$ cat config.mk
export PLATFORM = sky130hd
export DESIGN_NAME = pc_sequencer_flat
export DESIGN_NICKNAME = d
export VERILOG_FILES = /design/src/rtl/pc_seq_pkg.sv /design/src/rtl/pc_sequencer_if.sv /design/src/rtl/pc_sequencer_jump_table.sv /design/src/rtl/pc_sequencer.sv /design/src/flat_wrapper.sv
export SDC_FILE = /design/constraint.sdc
export NUM_CORES = 1
export LEC_CHECK = 0
export CORE_ASPECT_RATIO = 1.25
export CORE_MARGIN = 4
export CORE_UTILIZATION = 50
export CTS_CLUSTER_SIZE = 25
export DETAILED_ROUTE_END_ITERATION = 12
export PLACE_DENSITY_LB_ADDON = 0.3
export SYNTH_ARGS = -nofsm -noshare
export SYNTH_HDL_FRONTEND = slang
export SYNTH_SLANG_ARGS = --single-unit
$ cat constraint.sdc
create_clock -name clk -period 2.47 [get_ports clk]
set_clock_uncertainty 0.1 [all_clocks]
set_input_delay 0.247 -clock clk [delete_from_list [all_inputs] [get_ports clk]]
set_output_delay 0.247 -clock clk [all_outputs]
set_load 0.03 [all_outputs]
$ cat src/rtl/pc_seq_pkg.sv
// Shared types and constants for the fetch-stage PC sequencer.
package pc_seq_pkg;

  localparam int unsigned JT_DEPTH = 8;
  localparam int unsigned JT_IDX_W = $clog2(JT_DEPTH);
  localparam int unsigned JT_DEF_W = 8;

  // Standard program labels; element 0 sits in the least-significant slot.
  localparam logic [JT_DEPTH-1:0][JT_DEF_W-1:0] JT_DEFAULT = {
    8'd64, 8'd46, 8'd44, 8'd35, 8'd31, 8'd24, 8'd22, 8'd17
  };

  typedef enum logic [1:0] {
    IDLE = 2'd0,
    RUN  = 2'd1,
    DONE = 2'd2
  } state_t;

endpackage

$ cat src/rtl/pc_sequencer_if.sv
// Control/status bundle between the fetch-stage controller and the PC sequencer.
interface pc_sequencer_if #(
  parameter int unsigned D     = 8,
  parameter int unsigned CNT_W = 16
) ();
  import pc_seq_pkg::*;

  logic                start;
  logic                stall;
  logic                halt;
  logic                branch;
  logic [JT_IDX_W-1:0] idx;
  logic                cfg_we;
  logic [JT_IDX_W-1:0] cfg_idx;
  logic [D-1:0]        cfg_target;
  logic [D-1:0]        prog_ctr;
  logic                busy;
  logic                done;
  logic                fault;
  logic [CNT_W-1:0]    instr_count;

  modport master (
    output start, stall, halt, branch, idx, cfg_we, cfg_idx, cfg_target,
    input  prog_ctr, busy, done, fault, instr_count
  );

  modport slave (
    input  start, stall, halt, branch, idx, cfg_we, cfg_idx, cfg_target,
    output prog_ctr, busy, done, fault, instr_count
  );

endinterface

$ cat src/rtl/pc_sequencer_jump_table.sv
// 8-entry absolute jump-target register file: one sync write port, one comb read port.
module jump_table
  import pc_seq_pkg::*;
#(
  parameter int unsigned D = 8
) (
  input  logic                clk,
  input  logic                reset,
  input  logic                we,
  input  logic [JT_IDX_W-1:0] widx,
  input  logic [D-1:0]        wdata,
  input  logic [JT_IDX_W-1:0] ridx,
  output logic [D-1:0]        rdata_c
);

  logic [D-1:0] entries [JT_DEPTH];

  always_ff @(posedge clk) begin
    if (reset) begin
      for (int unsigned i = 0; i < JT_DEPTH; i++) begin
        entries[i[JT_IDX_W-1:0]] <= D'(JT_DEFAULT[i[JT_IDX_W-1:0]]);
      end
    end else if (we) begin
      entries[widx] <= wdata;
    end
  end

  assign rdata_c = entries[ridx];

endmodule

$ cat src/rtl/pc_sequencer.sv
// Fetch-stage PC sequencer: start-to-halt run control, PC stepping/branching, retire counter.
module pc_sequencer
  import pc_seq_pkg::*;
#(
  parameter int unsigned D     = 8,
  parameter int unsigned CNT_W = 16
) (
  input  logic           clk,
  input  logic           reset,
  pc_sequencer_if.slave  bus
);

  state_t           state_q, state_d;
  logic [D-1:0]     pc_q, pc_d;
  logic [CNT_W-1:0] cnt_q, cnt_d;
  logic             fault_q, fault_d;
  logic             busy_q, busy_d;
  logic             done_q, done_d;
  logic [D-1:0]     target_c;
  logic             jt_we_c;

  // Table is only writable while no program is running.
  assign jt_we_c = bus.cfg_we && (state_q != RUN);

  jump_table #(.D(D)) u_jump_table (
    .clk     (clk),
    .reset   (reset),
    .we      (jt_we_c),
    .widx    (bus.cfg_idx),
    .wdata   (bus.cfg_target),
    .ridx    (bus.idx),
    .rdata_c (target_c)
  );

  always_ff @(posedge clk) begin
    if (reset) begin
      state_q <= IDLE;
      pc_q    <= '0;
      cnt_q   <= '0;
      fault_q <= 1'b0;
      busy_q  <= 1'b0;
      done_q  <= 1'b0;
    end else begin
      state_q <= state_d;
      pc_q    <= pc_d;
      cnt_q   <= cnt_d;
      fault_q <= fault_d;
      busy_q  <= busy_d;
      done_q  <= done_d;
    end
  end

  always_comb begin
    state_d = state_q;
    pc_d    = pc_q;
    cnt_d   = cnt_q;
    fault_d = fault_q;

    case (state_q)
      IDLE, DONE: begin
        if (bus.start) begin
          state_d = RUN;
          pc_d    = '0;
          cnt_d   = '0;
          fault_d = 1'b0;
        end
      end
      RUN: begin
        if (!bus.stall) begin
          // Every non-stalled cycle retires exactly one instruction.
          cnt_d = (cnt_q == '1) ? cnt_q : cnt_q + CNT_W'(1);
          if (bus.halt) begin
            state_d = DONE;
          end else if (bus.branch) begin
            pc_d = target_c;
          end else if (pc_q == '1) begin
            state_d = DONE;
            fault_d = 1'b1;
          end else begin
            pc_d = pc_q + D'(1);
          end
        end
      end
      default: begin
        state_d = IDLE;
      end
    endcase

    busy_d = (state_d == RUN);
    done_d = (state_d == DONE);
  end

  assign bus.prog_ctr    = pc_q;
  assign bus.busy        = busy_q;
  assign bus.done        = done_q;
  assign bus.fault       = fault_q;
  assign bus.instr_count = cnt_q;

endmodule
$ cat src/flat_wrapper.sv
// flat-port wrapper written by rule: the top's interface ports become plain ports
module pc_sequencer_flat import pc_seq_pkg::*;
#(
  parameter int unsigned D     = 8,
  parameter int unsigned CNT_W = 16
)
  (clk, reset, bus_start, bus_stall, bus_halt, bus_branch, bus_idx, bus_cfg_we, bus_cfg_idx, bus_cfg_target, bus_prog_ctr, bus_busy, bus_done, bus_fault, bus_instr_count);
  pc_sequencer_if #(.D(D), .CNT_W(CNT_W)) bus_i ();
  input  logic clk;
  input  logic reset;
  input wire logic [$bits(bus_i.start)-1:0] bus_start;
  input wire logic [$bits(bus_i.stall)-1:0] bus_stall;
  input wire logic [$bits(bus_i.halt)-1:0] bus_halt;
  input wire logic [$bits(bus_i.branch)-1:0] bus_branch;
  input wire logic [$bits(bus_i.idx)-1:0] bus_idx;
  input wire logic [$bits(bus_i.cfg_we)-1:0] bus_cfg_we;
  input wire logic [$bits(bus_i.cfg_idx)-1:0] bus_cfg_idx;
  input wire logic [$bits(bus_i.cfg_target)-1:0] bus_cfg_target;
  output wire logic [$bits(bus_i.prog_ctr)-1:0] bus_prog_ctr;
  output wire logic [$bits(bus_i.busy)-1:0] bus_busy;
  output wire logic [$bits(bus_i.done)-1:0] bus_done;
  output wire logic [$bits(bus_i.fault)-1:0] bus_fault;
  output wire logic [$bits(bus_i.instr_count)-1:0] bus_instr_count;
  assign bus_i.start = bus_start;
  assign bus_i.stall = bus_stall;
  assign bus_i.halt = bus_halt;
  assign bus_i.branch = bus_branch;
  assign bus_i.idx = bus_idx;
  assign bus_i.cfg_we = bus_cfg_we;
  assign bus_i.cfg_idx = bus_cfg_idx;
  assign bus_i.cfg_target = bus_cfg_target;
  assign bus_prog_ctr = bus_i.prog_ctr;
  assign bus_busy = bus_i.busy;
  assign bus_done = bus_i.done;
  assign bus_fault = bus_i.fault;
  assign bus_instr_count = bus_i.instr_count;
  pc_sequencer #(.D(D), .CNT_W(CNT_W)) u_core (.clk(clk), .reset(reset), .bus(bus_i));
endmodule
# Word-level counts from Yosys, hierarchy flattened
# Memories as Yosys holds them, arrays and structs flattened.
# Index checks and enable logic that the tools add are counted.
# word_totals
reg_bits	29
ram_bits	64
output_inout_bits	27
wordCells	61
n_memories	1
# mem_list
name	depth	word_bits	rd	rd_ports_with_merged_regs	wr	line	text
u_core.u_jump_table.entries	8	8	1	0	8	pc_sequencer_jump_table.sv:16	logic [D-1:0] entries [JT_DEPTH];
# classes
addsub	2
eq_ne	14
mux	30
n_reduce_logical	8
# ops
op	count
16-bit two-way mux	3
8-bit two-way mux	6
16-bit case mux with 2 select lines	1
16-bit by 1-bit adder with 16-bit output, second input constant	1
16-bit equality test, second input constant	1
8-bit case mux with 2 select lines	1
1-bit two-way mux	11
2-bit two-way mux	5
2-bit inequality test, second input constant	5
8-bit by 1-bit adder with 8-bit output, second input constant	1
8-bit equality test, second input constant	1
8-bit OR reduction	1
6-bit AND reduction	1
5-bit AND reduction	1
2-bit by 1-bit equality test with 1-bit output, second input constant	2
2-bit equality test, second input constant	2
2-bit by 1-bit inequality test with 1-bit output, second input constant	2
2-bit case mux with 2 select lines	1
4-bit AND reduction	1
3-bit two-way mux	1
3-bit inequality test, second input constant	1
2-bit logical NOT	1
1-bit case mux with 2 select lines	1
2-bit nonzero test	1
other kinds (2)	2

# Logic depth before layout (Yosys ltp)
# depth
depth_word	7
mapped_depth	6

# By module
# Synthesis repeated with hierarchy kept, for this count alone.
# unflattened
cells_unflattened	377
area_unflattened_um2	4585.6
# modules_own_cells
mod	n_inst	cells_each	area_per_inst_um2	seq_area_each_um2
jump_table	1	196	3012.9	1921.8
pc_sequencer	1	181	1572.8	580.6

# Least setup slack after synthesis
# No wires, ideal clock.
# synth_path
path_type	register -> register
startpoint	register u_core.state_q[1]
endpoint	memory u_core.u_jump_table.entries[2][0] (enable)
setup_ps	384
arrival_time_ps	1700
setup_slack_ps	286
stages_incl_launch_ff	5
synth_period_minus_slack_ps	2184
path_cell_list	dfxtp_1 -> nand2b_1 -> nand4b_1 -> clkbuf_1 -> o21ai_0
# synth_rtl
item	line	text
start, declared	pc_sequencer.sv:13	state_t state_q, state_d;
start signal, assigned	pc_sequencer.sv:44	state_q <= state_d;
end, declared	pc_sequencer_jump_table.sv:16	

==> results.sh <==
export IMPL_grt_pass1_vias=3213
export IMPL_clk_pin_slew_ns=0.09
export IMPL_synthCells=374
export IMPL_synth_top_family_by_area="simple AND/OR/NAND/NOR gates"
export IMPL_clock_sinks=93
export IMPL_fin_crit_ns=2.089
export IMPL_synth_common_cells="edfxtp_1, and2_1, dfxtp_1"
export IMPL_p_leak_uw=0.001789
export IMPL_drive_gt1_share_pct=14.71
export IMPL_crit_fanout=16
export IMPL_grt_max_degree=19
export IMPL_path_class="reg -> reg"
export IMPL_track_usage_pct=20.62
export IMPL_synth_warnings=0
export IMPL_seq_area_frac_synth_pct=54.72
export IMPL_antenna_found_initial=0
export IMPL_n_antenna_cell=0
export IMPL_vias_per_cell=5.861
export IMPL_fin_ws_ns=0.3812
export IMPL_synth_fp_nets=397
export IMPL_synthTopCellsByArea="edfxtp_1, dfxtp_1, mux4_2"
export IMPL_rsz0062_at_grt="no"
export IMPL_layout_nets=460
export IMPL_io_pins=48
export IMPL_worst_pin_slew_ns=0.6436
export IMPL_drtIter0Drc=183
export IMPL_min_path_cells=2
export IMPL_yosys_area_share_adder_pct=0.5472
export IMPL_maxCapViolCount=0
export IMPL_grt_pass1_wl_um=16720
export IMPL_cts_max_level=3
export IMPL_cts_setup_buffers=0
export IMPL_place_congestion=0.8812
export IMPL_r2r_cells=5
export IMPL_io_buffer_count=47
export IMPL_synthXorXnorAreaFrac_pct=0.1915
export IMPL_status="completed"
export IMPL_hold_class="reg -> reg"
export IMPL_syn_area_per_cell_um2=12.23
export IMPL_design_core_area_mm2=0.008796
export IMPL_die_w_um=93.54
export IMPL_cts_root_buf="clkbuf_8"
export IMPL_drt_first_pass_iters=4
export IMPL_multi_input_area_mm2=0.001987
export IMPL_clock_latency_ns=0.37
export IMPL_ir_worst_vdd_uv=368.7
export IMPL_cts_tree="built"
export IMPL_fillers=710
export IMPL_syn2layout_area_growth_pct=19.21
export IMPL_setup_viol=0
export IMPL_numCtsBuffers=9
export IMPL_cts_hold_buf=0
export IMPL_power_density_mw_per_mm2=546.9
export IMPL_fin_crit_sh_pct=84.57
export IMPL_start_util_pct=51.99
export IMPL_hold_violations=0
export IMPL_wire_per_inst_um=18.39
export IMPL_netlist_area_mm2=0.004573
export IMPL_dpl_hpwl_um=7567
export IMPL_yosys_area_top_type="edfxtp_1"
export IMPL_arrival_ns=2.09
export IMPL_synth_enable_flop_cells=64
export IMPL_routed_wl_um=10340
export IMPL_cp_end_kind="flop"
export IMPL_cts_buffer_depth=2
export IMPL_maxSlewHeadroom_pct=56.73
export IMPL_crit_start="u_core.state_q[0]$_SDFF_PP0_"
export IMPL_place_ws_ns=0.2183
export IMPL_cts_resized=0
export IMPL_ant_nets=0
export IMPL_maxSlewViolCount=0
export IMPL_synth_seq_cells=93
export IMPL_synth_most_common_cell="edfxtp_1"
export IMPL_start_kind="flop"
export IMPL_synth_ff_type="edfxtp_1"
export IMPL_via_count=3294
export IMPL_timing_rr_end="u_core.u_jump_table.entries[1][1]$_SDFFCE_PN1P_"
export IMPL_synth_simple_gate_area_share_pct=22.85
export IMPL_crit_end="u_core.u_jump_table.entries[1][1]$_SDFFCE_PN1P_"
export IMPL_die_y_um=114.9
export IMPL_die_area_mm2=0.01075
export IMPL_row_count=38
export IMPL_rrSetupSlack_ns=0.38
export IMPL_max_freq_mhz=478.7
export IMPL_synth_compound_area_share_pct=9.138
export IMPL_drc=0
export IMPL_fin_tns_setup_ns=0
export IMPL_regArea_mm2=0.002502
export IMPL_async_reset_ff_share_pct=0
export IMPL_gr_total_overflow=0
export IMPL_yosysTopAreaCellShare_pct=42.02
export IMPL_crit_required_ns=2.47
export IMPL_ys_types=59
export IMPL_rr_startpoint="u_core.state_q[0]$_SDFF_PP0_"
export IMPL_synthMuxAreaShare_pct=10.73
==> power breakdown <==
part	total, µW	internal (µW)	switching [µW]
combinational	317	140	177
sequential	1730	1700	26.7
clock	935	379	556
==> cell families (layout without fill, tap and decap cells) <==
kind of cell | count (synthesis) | count (layout)
XOR/XNOR | 1 | 1
flip-flops | 93 | 93
adder cells (fa/ha/maj) | 2 | 2
multiplexers | 29 | 29
AND/OR/NAND/NOR | 171 | 171
AO/OA/AOI/OAI | 61 | 61
buffers and inverters | 17 | 85
==> per-layer routing <==
| metal | routed length [µm] | vias up | GRT usage, % |
|---|---|---|---|
| met5 | 0 | - | 0 |
| met3 | 540 | 16 | 4.450 |
| li1 | - | 1582 | - |
| met4 | 218 | 0 | 7.611 |
| met2 | 5207 | 94 | 34.02 |
| met1 | 4371 | 1602 | 26.94 |
==> per-stage QoR <==
step	utilization, %	cells	total power, µW	cell area, µm²	hold WS (ns)
after floorplan	-	374	1943	4573	0.3248
after global placement	59.99	546	2076	5276	0.3548
after global routing	61.98	562	3103	5451	0.4494
final	61.98	562	2982	5451	0.3912
after CTS	61.98	562	3002	5451	0.3987
after detailed placement	59.99	546	2082	5276	0.3752
==> registers in the layout (all words and copies together) (netlist names) <==
signal / cells
u_core.bus.fault: 1
u_core.bus.instr_count: 16
u_core.u_jump_table.entries: 64
u_core.bus.prog_ctr: 8
u_core.bus.done: 1
u_core.bus.busy: 1
u_core.state_q: 2
==> area by class of cell <==
type                            instances  share of cell area, %
Clock buffer                           11                  2.410
Clock inverter                          5                 0.8033
Inverter                                3                 0.2066
Multi-Input combinational cell        264                  36.45
Sequential cell                        93                  45.90
Tap cell                              120                  2.754
Timing Repair Buffer                   66                  11.48
==> worst max-delay path, stage by stage, from the launching register on <==
cell and delay [ns]:
dfxtp_1 0.54, nand2b_1 0.31, nand4_1 0.19, buf_4 0.21, nor3_2 0.06, or2_2 0.39
==> how the worst min path moves through the flow <==
stage,start,end,slack [ns]
5_1_grt,u_core.bus.fault$_SDFFE_PP0P_,u_core.bus.fault$_SDFFE_PP0P_,0.45
3_3_place_gp,u_core.bus.fault$_SDFFE_PP0P_,u_core.bus.fault$_SDFFE_PP0P_,0.35
2_1_floorplan,bus_cfg_target[0],u_core.u_jump_table.entries[0][0]$_SDFFCE_PN1P_,0.32
3_5_place_dp,u_core.bus.fault$_SDFFE_PP0P_,u_core.bus.fault$_SDFFE_PP0P_,0.38
6_report,u_core.bus.fault$_SDFFE_PP0P_,u_core.bus.fault$_SDFFE_PP0P_,0.39
4_1_cts,u_core.bus.fault$_SDFFE_PP0P_,u_core.bus.fault$_SDFFE_PP0P_,0.40
==> cells in the final DEF (no fill, tap or decap), drive strengths merged, types with 3 or more instances in the layout <==
master / instances
o21ai: 15
nor4: 6
a21oi: 14
or3: 25
o31ai: 5
mux2i: 13
nand3: 10
nor3: 7
mux4: 16
and2: 42
dfxtp: 29
nand2b: 11
clkdlybuf4s50: 47
nor2: 22
buf: 19
clkinv: 3
clkbuf: 11
or4: 7
edfxtp: 64
and3: 3
a211o: 3
a211oi: 4
or2: 3
inv: 5
nand4: 9
nand2: 16
Power figures use the tool's default switching activity.
